File: src/rtl/rf_pkg.sv
// Shared register-file constants and the writeback request record.
// Latency: n/a (types and constants only).
// Backpressure: n/a.
package rf_pkg;

    localparam int REG_ADDR_W = 5;
    localparam int NUM_REGS   = 32;
    localparam int DATA_W     = 32;

    localparam logic [REG_ADDR_W-1:0] REG_ZERO = 5'd0;

    // One producer's pending register-file write.
    typedef struct packed {
        logic [REG_ADDR_W-1:0] waddr;
        logic [DATA_W-1:0]     wdata;
    } wb_req_t;

endpackage

File: src/rtl/rr_arbiter.sv
// NREQ-wide one-hot arbiter: round-robin when WB_ARB_ROUND_ROBIN_EN is defined, else fixed priority (index 0 wins).
// Latency: combinational grant; the round-robin pointer updates at the edge after a grant.
// Backpressure: none; a grant is always issued when any request is valid.
//
// Ports:
//   clk, rst_n : clock and async active-low reset (only used by the round-robin pointer)
//   req        : request vector, one bit per requester
//   grant      : one-hot grant, all zero when req is zero
module rr_arbiter #(
    parameter int NREQ = 3
) (
    input  logic            clk,
    input  logic            rst_n,
    input  logic [NREQ-1:0] req,
    output logic [NREQ-1:0] grant
);

`ifdef WB_ARB_ROUND_ROBIN_EN

    localparam int PTR_W = (NREQ > 1) ? $clog2(NREQ) : 1;

    // Pointer holds the index that currently has top priority.
    logic [PTR_W-1:0] ptr_q;
    logic [PTR_W-1:0] ptr_d;
    logic             found;
    int               idx;

    // Search starts at the pointer and wraps; the winner's successor
    // becomes the next top-priority index.
    always_comb begin
        grant = '0;
        ptr_d = ptr_q;
        found = 1'b0;
        idx   = 0;
        for (int k = 0; k < NREQ; k++) begin
            idx = (int'(ptr_q) + k) % NREQ;
            if (!found && req[idx]) begin
                grant[idx] = 1'b1;
                ptr_d      = PTR_W'((idx + 1) % NREQ);
                found      = 1'b1;
            end
        end
    end

    always_ff @(posedge clk or negedge rst_n) begin
        if (!rst_n) begin
            ptr_q <= '0;
        end else begin
            ptr_q <= ptr_d;
        end
    end

`else

    logic found;

    always_comb begin
        grant = '0;
        found = 1'b0;
        for (int k = 0; k < NREQ; k++) begin
            if (!found && req[k]) begin
                grant[k] = 1'b1;
                found    = 1'b1;
            end
        end
    end

    // Fixed priority is stateless; clock and reset are intentionally unused.
    logic unused_ok;
    assign unused_ok = &{1'b0, clk, rst_n};

`endif

endmodule

File: src/rtl/rf_wb_arbiter.sv
// Arbitrates NREQ writeback producers onto the single register-file write port and tracks busy destinations.
// Latency: 1 cycle from handshake to rf_we/rf_waddr/rf_wdata; busy clears at the handshake edge.
// Backpressure: write port accepts every cycle; losers simply wait with valid held (starvation-free only with WB_ARB_ROUND_ROBIN_EN).
//
// Ports:
//   clk, rst_n            : clock, async active-low reset
//   req_valid/req_ready   : per-requester handshake; req_ready is combinational and one-hot
//   req_waddr/req_wdata   : per-requester destination/data, packed {i=NREQ-1..0}
//   rf_we/rf_waddr/rf_wdata : registered register-file write
//   sb_set/sb_addr        : issue allocates a destination (marks busy)
//   sb_flush              : clears the whole scoreboard (beats sb_set)
//   chk_addr1/2, hazard1/2: busy lookup for issue operands, 0 for x0
//   busy                  : full scoreboard, bit 0 always 0
module rf_wb_arbiter
    import rf_pkg::*;
#(
    parameter int NREQ = 3,
    parameter int XLEN = 32
) (
    input  logic                   clk,
    input  logic                   rst_n,
    input  logic [NREQ-1:0]        req_valid,
    output logic [NREQ-1:0]        req_ready,
    input  logic [NREQ*5-1:0]      req_waddr,
    input  logic [NREQ*XLEN-1:0]   req_wdata,
    output logic                   rf_we,
    output logic [4:0]             rf_waddr,
    output logic [XLEN-1:0]        rf_wdata,
    input  logic                   sb_set,
    input  logic [4:0]             sb_addr,
    input  logic                   sb_flush,
    input  logic [4:0]             chk_addr1,
    input  logic [4:0]             chk_addr2,
    output logic                   hazard1,
    output logic                   hazard2,
    output logic [31:0]            busy
);

    wb_req_t              reqs [NREQ];
    wb_req_t              sel;
    logic [NREQ-1:0]      grant;
    logic                 any_grant;
    logic                 commit_we;
    logic [NUM_REGS-1:0]  busy_q;
    logic [NUM_REGS-1:0]  busy_d;

    always_comb begin
        for (int i = 0; i < NREQ; i++) begin
            reqs[i].waddr = req_waddr[i*REG_ADDR_W +: REG_ADDR_W];
            reqs[i].wdata = DATA_W'(req_wdata[i*XLEN +: XLEN]);
        end
    end

    rr_arbiter #(
        .NREQ (NREQ)
    ) u_arb (
        .clk   (clk),
        .rst_n (rst_n),
        .req   (req_valid),
        .grant (grant)
    );

    assign req_ready = grant;
    assign any_grant = |grant;

    // Grant is one-hot, so the first match is the only match.
    always_comb begin
        sel = '0;
        for (int i = 0; i < NREQ; i++) begin
            if (grant[i]) begin
                sel = reqs[i];
            end
        end
    end

    // x0 writes complete the handshake but never raise the write enable.
    assign commit_we = any_grant && (sel.waddr != REG_ZERO);

    always_ff @(posedge clk or negedge rst_n) begin
        if (!rst_n) begin
            rf_we    <= 1'b0;
            rf_waddr <= '0;
            rf_wdata <= '0;
        end else if (any_grant) begin
            rf_we    <= commit_we;
            rf_waddr <= sel.waddr;
            rf_wdata <= XLEN'(sel.wdata);
        end else begin
            rf_we    <= 1'b0;
        end
    end

    // Ordering encodes the priorities: commit clear, then allocation set
    // (a new producer outranks the retiring one), then flush over everything.
    always_comb begin
        busy_d = busy_q;
        if (commit_we) begin
            busy_d[sel.waddr] = 1'b0;
        end
        if (sb_set && (sb_addr != REG_ZERO)) begin
            busy_d[sb_addr] = 1'b1;
        end
        if (sb_flush) begin
            busy_d = '0;
        end
        busy_d[0] = 1'b0;
    end

    always_ff @(posedge clk or negedge rst_n) begin
        if (!rst_n) begin
            busy_q <= '0;
        end else begin
            busy_q <= busy_d;
        end
    end

    // Bit 0 is never set, so x0 lookups read back 0 without a special case.
    assign busy    = busy_q;
    assign hazard1 = busy_q[chk_addr1];
    assign hazard2 = busy_q[chk_addr2];

endmodule

File: config.mk
export PLATFORM = sky130hd
export DESIGN_NAME = rf_wb_arbiter
export DESIGN_NICKNAME = d
export VERILOG_FILES = /design/src/rtl/rf_pkg.sv /design/src/rtl/rr_arbiter.sv /design/src/rtl/rf_wb_arbiter.sv
export SDC_FILE = /design/constraint.sdc
export NUM_CORES = 1
export LEC_CHECK = 0
export CORE_MARGIN = 5
export CORE_UTILIZATION = 45
export CTS_BUF_LIST = sky130_fd_sc_hd__clkbuf_8
export CTS_CLUSTER_DIAMETER = 150
export DETAILED_ROUTE_END_ITERATION = 12
export PLACE_DENSITY = 0.88
export SLEW_MARGIN = 20
export SYNTH_ARGS = -nofsm -noshare
export SYNTH_HDL_FRONTEND = slang
export SYNTH_SLANG_ARGS = --single-unit
File: constraint.sdc
create_clock -name clk -period 2.5 [get_ports clk]
set_input_delay 0.375 -clock clk [delete_from_list [all_inputs] [get_ports clk]]
set_output_delay 0.375 -clock clk [all_outputs]
set_load 0.01 [all_outputs]
### After elaboration in Yosys (flattened, before gate mapping)

Index checks and enable logic that the tools add are counted.

* add/sub/neg operators: 0
* multiply operators: 0
* divide/modulo/power cells: 0
* $lt $le $gt $ge: 6
* eq/ne operators: 0
* shift operators: 0
* mux-type cells: 19
* bitwise operators: 3
* reductions and logical operators: 11

Operator list (count)
* $mux 37: 3
* $mux 32: 3
* $and 32x32->32: 1
* $not 32->32: 1
* $or 32x32->32: 1
* $lt 5x6->1 const B: 4
* $bmux 1 s5: 2
* $demux 1 s5: 2
* $ge 5x1->1 const B: 2
* $reduce_bool 5->1: 2
* $mux 1: 9
* $logic_and 1x1->1: 6
* $reduce_or 3->1: 1
* $logic_not 1->1: 2

* register bits after elaboration: 69
* bits in latches: 0
* RAM bits: 0
* memory bits (read-only): 0
* input port bits: 133
* output and inout bits: 75
* word-level logic and storage cells: 43
* memories: 0

### Logic depth before layout (Yosys ltp)

Gate-level depths: netlist of run 1.

* depth in word-level cells: 18
* depth in mapped cells: 7

### Cells and area by module

Synthesis of run 1 repeated with hierarchy kept, for this count alone.

* cell total of the unflattened synthesis: 452
* area total of the unflattened synthesis: 4161.5 um^2

Modules (own cells, without submodules)
* rf_wb_arbiter: instances 1, cells each 449, area an instance 4135.2 um^2, sequential area each 1726.7 um^2
* rr_arbiter: instances 1, cells each 3, area an instance 26.3 um^2, sequential area each 0.0 um^2

### Worst setup path after synthesis of run 1

Ideal clock, no wire load.

* kind: in2out
* start point: input port chk_addr1[1]
* end point: output port hazard1
* arrival time: 1541 ps
* path slack: 584 ps
* cell stages on the path: 5
* path through: buf_6 -> mux4_2 -> a22oi_2 -> o211ai_1 -> mux2_2

* cells in the longest elaborated chain, start to end: 2

RTL lines
* from (decl): RTL line rf_wb_arbiter.sv:32 `input logic [4:0] chk_addr1,`
* $bmux 1 s5: RTL line rf_wb_arbiter.sv:119 `assign hazard1 = busy_q[chk_addr1];`
* $mux 1 (implied by the code): RTL line rf_wb_arbiter.sv:119
* to (decl): RTL line rf_wb_arbiter.sv:34 `output logic hazard1,`

No other way between the ends. The select of a mux whose other input is x is not followed.

### Worst setup path in the final report of run 1

Ends and elaborated chain as after synthesis.

==> results.md, run 1 <==
* WL per Instance at ~20 microns
* DRT iter0 DRCs at about 200
* Final HPWL DP at 12.49 mm
* WP data required at 2.12 ns
* Vias post-DR at about 4700
* Dominant synthesized flop cell: dfrtp_1
* Max Clock Freq at 415.4 MHz
* Period utilization at 96.28%
* Asr flop ratio synth at 100.0%
* Pre-CTS setup slack at -0.4857 ns
* Worst-Skew Late Latency at approximately 0.34 ns
* Synth area leaders: dfrtp_1 41%, nor2_1 6.4%, mux2i_1 5.6%, a211oi_1 5.5%, o22ai_1 5.3%
* Post-DRT Antenna Nets at 0
* Root buffer cell: clkbuf_8
* Post-synth EDFFs at 0
* Initial core utilization at between 40% and 50%
* Switching Share at 28.85%
* CORE AREA at 9240 sq um
* Total power at 2.967 mW
* RD Place Congestion at around 1.0
* Final Hold Viols at 0
* Synth-to-Final Area Change at 57.21%
* Cts bufs inserted at 9
* Pwr Density at 443.6 nW/um^2
* Synthesized cell area at 4254 sq um
* Post-Syn Instances at 466
* Die Y at 107.2 microns
* Arrival time worst endpoint at 2.03 ns
* Drt pass-1 iters at 4
* Reg clk slew, reported paths at 0.08 ns
* Post-layout min period at between 2 and 2.5 ns
* Leak at 2.641 nW
* Sequential element share of the synthesized area at about two fifths
* Max H-tree Level at 3
* Internal power at roughly 2.1 mW
* Post-CTS Setup Bufs at 0
* TNS Setup at 0 ns
* Share of layout cells above drive strength 1 at 10.18%
* Area taken by multi-input logic gates at about 2300 sq um
* Comb power frac at 27.4%
* Min Hold Slack at 0.03275 ns
* First-pass GRT wire length at 24.92 mm
* Die W at between 100 and 150 microns
* Final std cells w/o fill at 807
* CP max FO at 7
* CTS sink cnt at 69
* Die area at 11500 sq um
* Clock Path Buffers at 2
* Area leader, netlist: dfrtp_1
* Drc violations at 0
* Status: complete, no violations
* Number of distinct library cells after synthesis at 37
* List of most frequent post-synthesis cells: 73 x nor2_1, 69 x dfrtp_1, 42 x nor3_1
* FF-to-FF End: rf_wdata[31]
* Remaining Overflow, GRT at 0
* Routed vias/inst at 5.762
* Most frequent cell after synthesis: nor2_1
* FP Rows at 35
* Total of max-cap violations at 0
* PortBufs at 206
* Setup WS post-layout at approximately 0.093 ns
* Syn nets at 599
* IO Pins at 208
* Total of warnings raised by yosys at 0
* Cell count of the worst reg-to-reg path at 4
* CP Class: in -> out
* Overall Global Routing Usage at 27.44%
* Largest net degree at the start of global routing at 70
* RSZ-0062 raised after global routing: false
* Worst slew pin tran at 0.5288 ns
* Post-synthesis register bit count at between 60 and 70
* Max transition margin at 64.64%
* Layout Nets at 806
* Syn Area/Cell at 9.129 sq um
* Vias in the first global route at 4737
* Total detailed-routing wirelength at 15.94 mm
* VDD IR max at 0.2837 mV
* Storage cell area at 1727 sq um
* # setup viols final at 0
* Register share of total power at between 40% and 50%
* NetSw at 855.9 uW
* CTS tree: done
* Worst hold path type: in -> async
* Synth top area share at 40.59%
* Filler cells at approximately 690
* Setup crit end kind: primary output
* Placed cell count at approximately 800
* Flop-to-flop setup slack at 1.58 ns
* Diodes inserted at 0
* Clock network power share at 31.5%
* Max-slew violations at 0
* Worst r2r src: rf_wdata[31]
* Initial antenna violation count at 0
* Worst Setup Start Kind: input pin
* Setup Skew at 0 ns
stage by stage:
| step | instance area [sq um] | util, % |
|---|---|---|
| after detailed placement | 6486 | 70.20 |
| final | 6688 | 72.38 |
| after CTS | 6685 | 72.35 |
| after floorplan | 4254 | - |
| after global routing | 6688 | 72.38 |
| after global placement | 6486 | 70.20 |
cell type report:
| cell class | count | share of cell area, % |
|---|---|---|
| timing repair buffer | 236 | 34.44 |
| clock buffer | 10 | 2.058 |
| tap | 129 | 2.413 |
| clock inverter | 6 | 0.9355 |
| inverter | 6 | 0.3368 |
| multi-input combinational | 351 | 33.99 |
| sequential | 69 | 25.82 |
metal layers:
layer | global-route usage [%] | part of all wire (%) | vias to the layer above | wire length (microns)
met2 | 48.17 | 50 | 254 | 8028
li1 | - | - | 2143 | -
met5 | 0 | 0 | - | 0
met1 | 32.39 | 38 | 2216 | 5979
met4 | 9.132 | 2.9 | 0 | 456
met3 | 7.345 | 9.2 | 37 | 1470
what timing repair did:
action | in CTS | in global routing
resized for setup | 17 | 1
pin swaps | 2 | 0
hold buffers | 0 | 0
endpoints found under the setup margin | 2 | 1
worst max-delay path by stage:
stage / from / end
6_report: chk_addr1[1] / hazard1
5_1_grt: chk_addr1[1] / hazard1
4_1_cts: chk_addr2[2] / hazard2
3_5_place_dp: chk_addr1[1] / hazard1
3_3_place_gp: chk_addr1[1] / hazard1
2_1_floorplan: chk_addr1[1] / hazard1
worst max-delay path, stage by stage:
cell and delay (ns):
dlygate4sd2_1 0.23, buf_6 0.15, mux4_2 0.52, a22oi_2 0.17, o211ai_1 0.10, mux2_2 0.27, clkdlybuf4s15_2 0.22
power groups by stage:
stage          sequential, mW  combinational [mW]  clock (mW)
5_1_grt                  1.23               0.870       0.992
4_1_cts                  1.22               0.813       0.944
3_5_place_dp             1.24               0.808           0
6_report                 1.22               0.812       0.934
2_1_floorplan            1.26               0.307           0
3_3_place_gp             1.24               0.790           0
sequential cells by signal, indices dropped and copies added, names as in the netlist:
name,flops
rf_wdata,32
busy,31
rf_waddr,5
rf_we,1
cell usage in the layout, fill, tap and decap left out, types with 4 or more instances in the layout:
cell type,instances
a211oi_1,31
a21oi_1,37
buf_4,27
clkbuf_8,10
clkdlybuf4s50_1,199
dfrtp_1,69
inv_1,5
mux2i_1,24
mux4_1,5
mux4_2,9
nand2_1,31
nand2b_1,4
nand3b_1,7
nand4b_1,4
nor2_1,73
nor3_1,42
nor4_1,5
o21ai_0,14
o22ai_1,36
cells by family after synthesis:
| logic type | count (synthesis) | share of synthesized area, % |
|---|---|---|
| simple gates | 178 | 19.62 |
| buf+inv | 46 | 5.794 |
| other cells | 1 | 0.08815 |
| compound gates | 132 | 19.62 |
| flops | 69 | 40.59 |
| mux | 40 | 14.29 |
Power figures use the tool's default switching activity.
==> inputs of run 2 (changes only) <==
- SLEW_MARGIN: 20 -> 30
==> results of run 2 <==
The final DEF is identical to that of run 1; final timing and power are the same.
==> inputs of run 3 (changes only) <==
- ABC_CLOCK_PERIOD_IN_PS: not set -> 2500
- GPL_TIMING_DRIVEN: not set -> 0
==> run 3 against run 2 <==
Count of clock-buffer cells in the layout unchanged. Die area unchanged. Worst hold slack better by 0.44 ns. Non-clock buffer count is 17 higher. Via count up 2.2%. Cell area grew 1.3%. First-iteration DRC count up 52%. Clock skew did not move. Clock power increased by 11%. Core utilization is 0.92 points higher.
==> results.md, run 3 (same netlist as run 1, synthesis figures left out) <==
* Status: complete, no violations
* FF-to-FF End: rf_wdata[16]
* DRT iter0 DRCs at 296 (+52%)
* Internal power at 2.208 mW (+4.6%)
* Area after DPL at 6432 sq um (-0.83%)
* Cts bufs inserted at 9 (unchanged)
* Flop-to-flop setup slack at 1.53 ns (-0.05 ns)
* Die Y at 107.2 microns (unchanged)
* Post-route cell area at 6773 sq um (+1.3%)
* Worst hold path type: in -> async
* WL per Instance at 20.66 microns (+4.6%)
* Filler cells at 714 (+4.1%)
* Min Hold Slack at 0.4687 ns (+0.4360 ns)
* IO Pins at 208 (unchanged)
* First-pass GRT wire length at 26.34 mm (+5.7%)
* Clock Path Buffers at 2 (unchanged)
* Final Hold Viols at 0 (unchanged)
* Crit-path leading delay family: multiplexers
* Die W at 107.2 microns (unchanged)
* Overall Global Routing Usage at 29.30% (+1.9 points)
* Total detailed-routing wirelength at 17.03 mm (+6.9%)
* Arrival time worst endpoint at 2.07 ns (+0.04 ns)
* CTS tree: done
* Die area at 11500 sq um (unchanged)
* # setup viols final at 0 (unchanged)
* Synth-to-Final Area Change at 59.21%
* Initial antenna violation count at 0 (unchanged)
* Switching Share at 28.41% (-0.44 points)
* Vias in the first global route at 4951 (+4.5%)
* CP peak stage delay at 0.52 ns (about the same)
* Drc violations at 0 (unchanged)
* FP Rows at 35 (unchanged)
* Slowest CP cell: mux4_2
* Commonest non-fill, non-tap cell in the layout: clkdlybuf4s50_1
* Total of max-cap violations at 0 (unchanged)
* NetSw at 876.3 uW (+2.4%)
* Worst slew pin tran at 0.7419 ns (+0.2132 ns)
* Area taken by multi-input logic gates at 2291 sq um (+0.77%)
* Initial core utilization at 46.04% (unchanged)
* Reg clk slew, reported paths at 0.09 ns (about the same)
* PortBufs at 199 (-3.4%)
* CP max FO at 4 (-3)
* Register share of total power at 39.6% (-1.6 points)
* Crit-path cells: mux4_2 > mux2i_4 > mux2i_1 > mux2_2 > clkdlybuf4s15_1
* Number of flip-flops in the largest register at 32 (unchanged)
* VDD IR max at 0.3525 mV (+24%)
* Max Clock Freq at 409.5 MHz (-1.4%)
* Pwr Density at 455.5 nW/um^2 (+2.7%)
* RSZ-0062 raised after global routing: false
* Most frequent cells in the layout: 193 x clkdlybuf4s50_1, 73 x nor2_1, 69 x dfrtp_1, 42 x nor3_1, 37 x a21oi_1
* Layout Nets at 823 (+2.1%)
* Worst r2r src: rf_wdata[16]
* Storage cell area at 1727 sq um (unchanged)
* Worst-Skew Late Latency at 0.34 ns (about the same)
* Comb power frac at 26.6% (-0.8 points)
* Share of layout cells above drive strength 1 at 11.37% (+1.2 points)
* WP data required at 2.12 ns (about the same)
* Largest net degree at the start of global routing at 49 (-30%)
* Cell count of the worst reg-to-reg path at 4 (unchanged)
* Diodes inserted at 0 (unchanged)
* Largest Register: rf_wdata
* Post-layout min period at 2.442 ns (+0.03480 ns)
* CTS sink cnt at 69 (unchanged)
* Setup crit end kind: primary output
* Final HPWL DP at 13.41 mm (+7.4%)
* Post-DRT Antenna Nets at 0 (unchanged)
* CP Class: reg -> out
* Drt pass-1 iters at 5 (+1)
* Worst Setup Start Kind: flip-flop
* CP bufs+invs at 1 (-2)
* Vias post-DR at 4750 (+2.2%)
* Root buffer cell: clkbuf_8
* Max H-tree Level at 3 (unchanged)
* Remaining Overflow, GRT at 0 (unchanged)
* Max-slew violations at 0 (unchanged)
* Clock network power share at 33.8% (+2.3 points)
* CORE AREA at 9240 sq um (unchanged)
* RD Place Congestion at 0.9640 (-7.3%)
* Setup Skew at 0 ns (unchanged)
* Routed vias/inst at 5.765 (about the same)
* Max transition margin at 50.16% (-14 points)
* Period utilization at 97.67% (+1.4 points)
* Leak at 2.683 nW (+1.6%)
==> run 3: cell types whose count changed in the layout (fill, tap and decap cells not counted), sizes merged, moves of 2 or more <==
cell	before	now
clkbuf	10	24
clkdlybuf4s18	0	2
clkinvlp	3	1
buf	32	39
clkdlybuf4s50	199	193
==> run 3: layer usage <==
metal / vias up / part of all wire [%] / global-route usage, %
li1: 2178 / - / -
met1: 2264 / 36 / 33.89
met2: 274 / 50 / 51.03
met3: 34 / 11 / 10.42
met4: 0 / 2.4 / 8.311
met5: - / 0 / 0
==> run 3: cell type report <==
| type | count | share of cell area [%] |
|---|---|---|
| clock inverters | 6 | 1.275 |
| well taps | 129 | 2.383 |
| repair buffers | 215 | 31.41 |
| plain buffers | 38 | 3.251 |
| inverters | 6 | 0.3325 |
| flip-flops and latches | 69 | 25.49 |
| clock buffers | 10 | 2.032 |
| multi-input cells | 351 | 33.83 |
==> run 3: worst max path at each step <==
| stage | end | from | slack [ns] | cells after the start |
|---|---|---|---|---|
| after floorplan | hazard1 | chk_addr1[1] | 0.58 | 5 |
| after global placement | rf_wdata[21] | rst_n | -1.36 | 1 |
| after detailed placement | req_ready[2] | req_valid[2] | -0.32 | 6 |
| after CTS | req_ready[1] | req_valid[1] | -0.004 | 6 |
| after global routing | hazard2 | busy[22] | 0.001 | 5 |
| final | hazard2 | busy[22] | 0.06 | 5 |
==> run 3: through the flow <==
stage	worst slack [ns]	util [%]	setup TNS [ns]	power (mW)	cells
floorplan	0.5839	-	0	1.571	466
global placement	-1.364	69.34	-94.82	2.029	794
detailed placement	-0.3181	69.61	-1.092	2.048	795
CTS	-0.004486	72.51	-0.004486	3.088	814
global route	0.001193	73.30	0	3.196	824
finish	0.05813	73.30	0	3.085	824
==> run 3: power by group through the flow <==
| stage | Sequential [mW] | Combinational (mW) | Clock (mW) |
|---|---|---|---|
| after floorplan | 1.26 | 0.307 | 0 |
| after global placement | 1.24 | 0.792 | 0 |
| after detailed placement | 1.24 | 0.808 | 0 |
| after CTS | 1.22 | 0.815 | 1.05 |
| after global routing | 1.23 | 0.885 | 1.08 |
| final | 1.22 | 0.822 | 1.04 |
==> run 3: timing repair <==
| item | 4_1_cts | 5_1_grt |
|---|---|---|
| endpoints found under the hold margin | 21 | 0 |
| hold buffers | 1 | 0 |
| gates resized for setup | 11 | 9 |
| setup buffers | 3 | 11 |
| endpoints found under the setup margin | 4 | 4 |
| pin swaps | 0 | 1 |
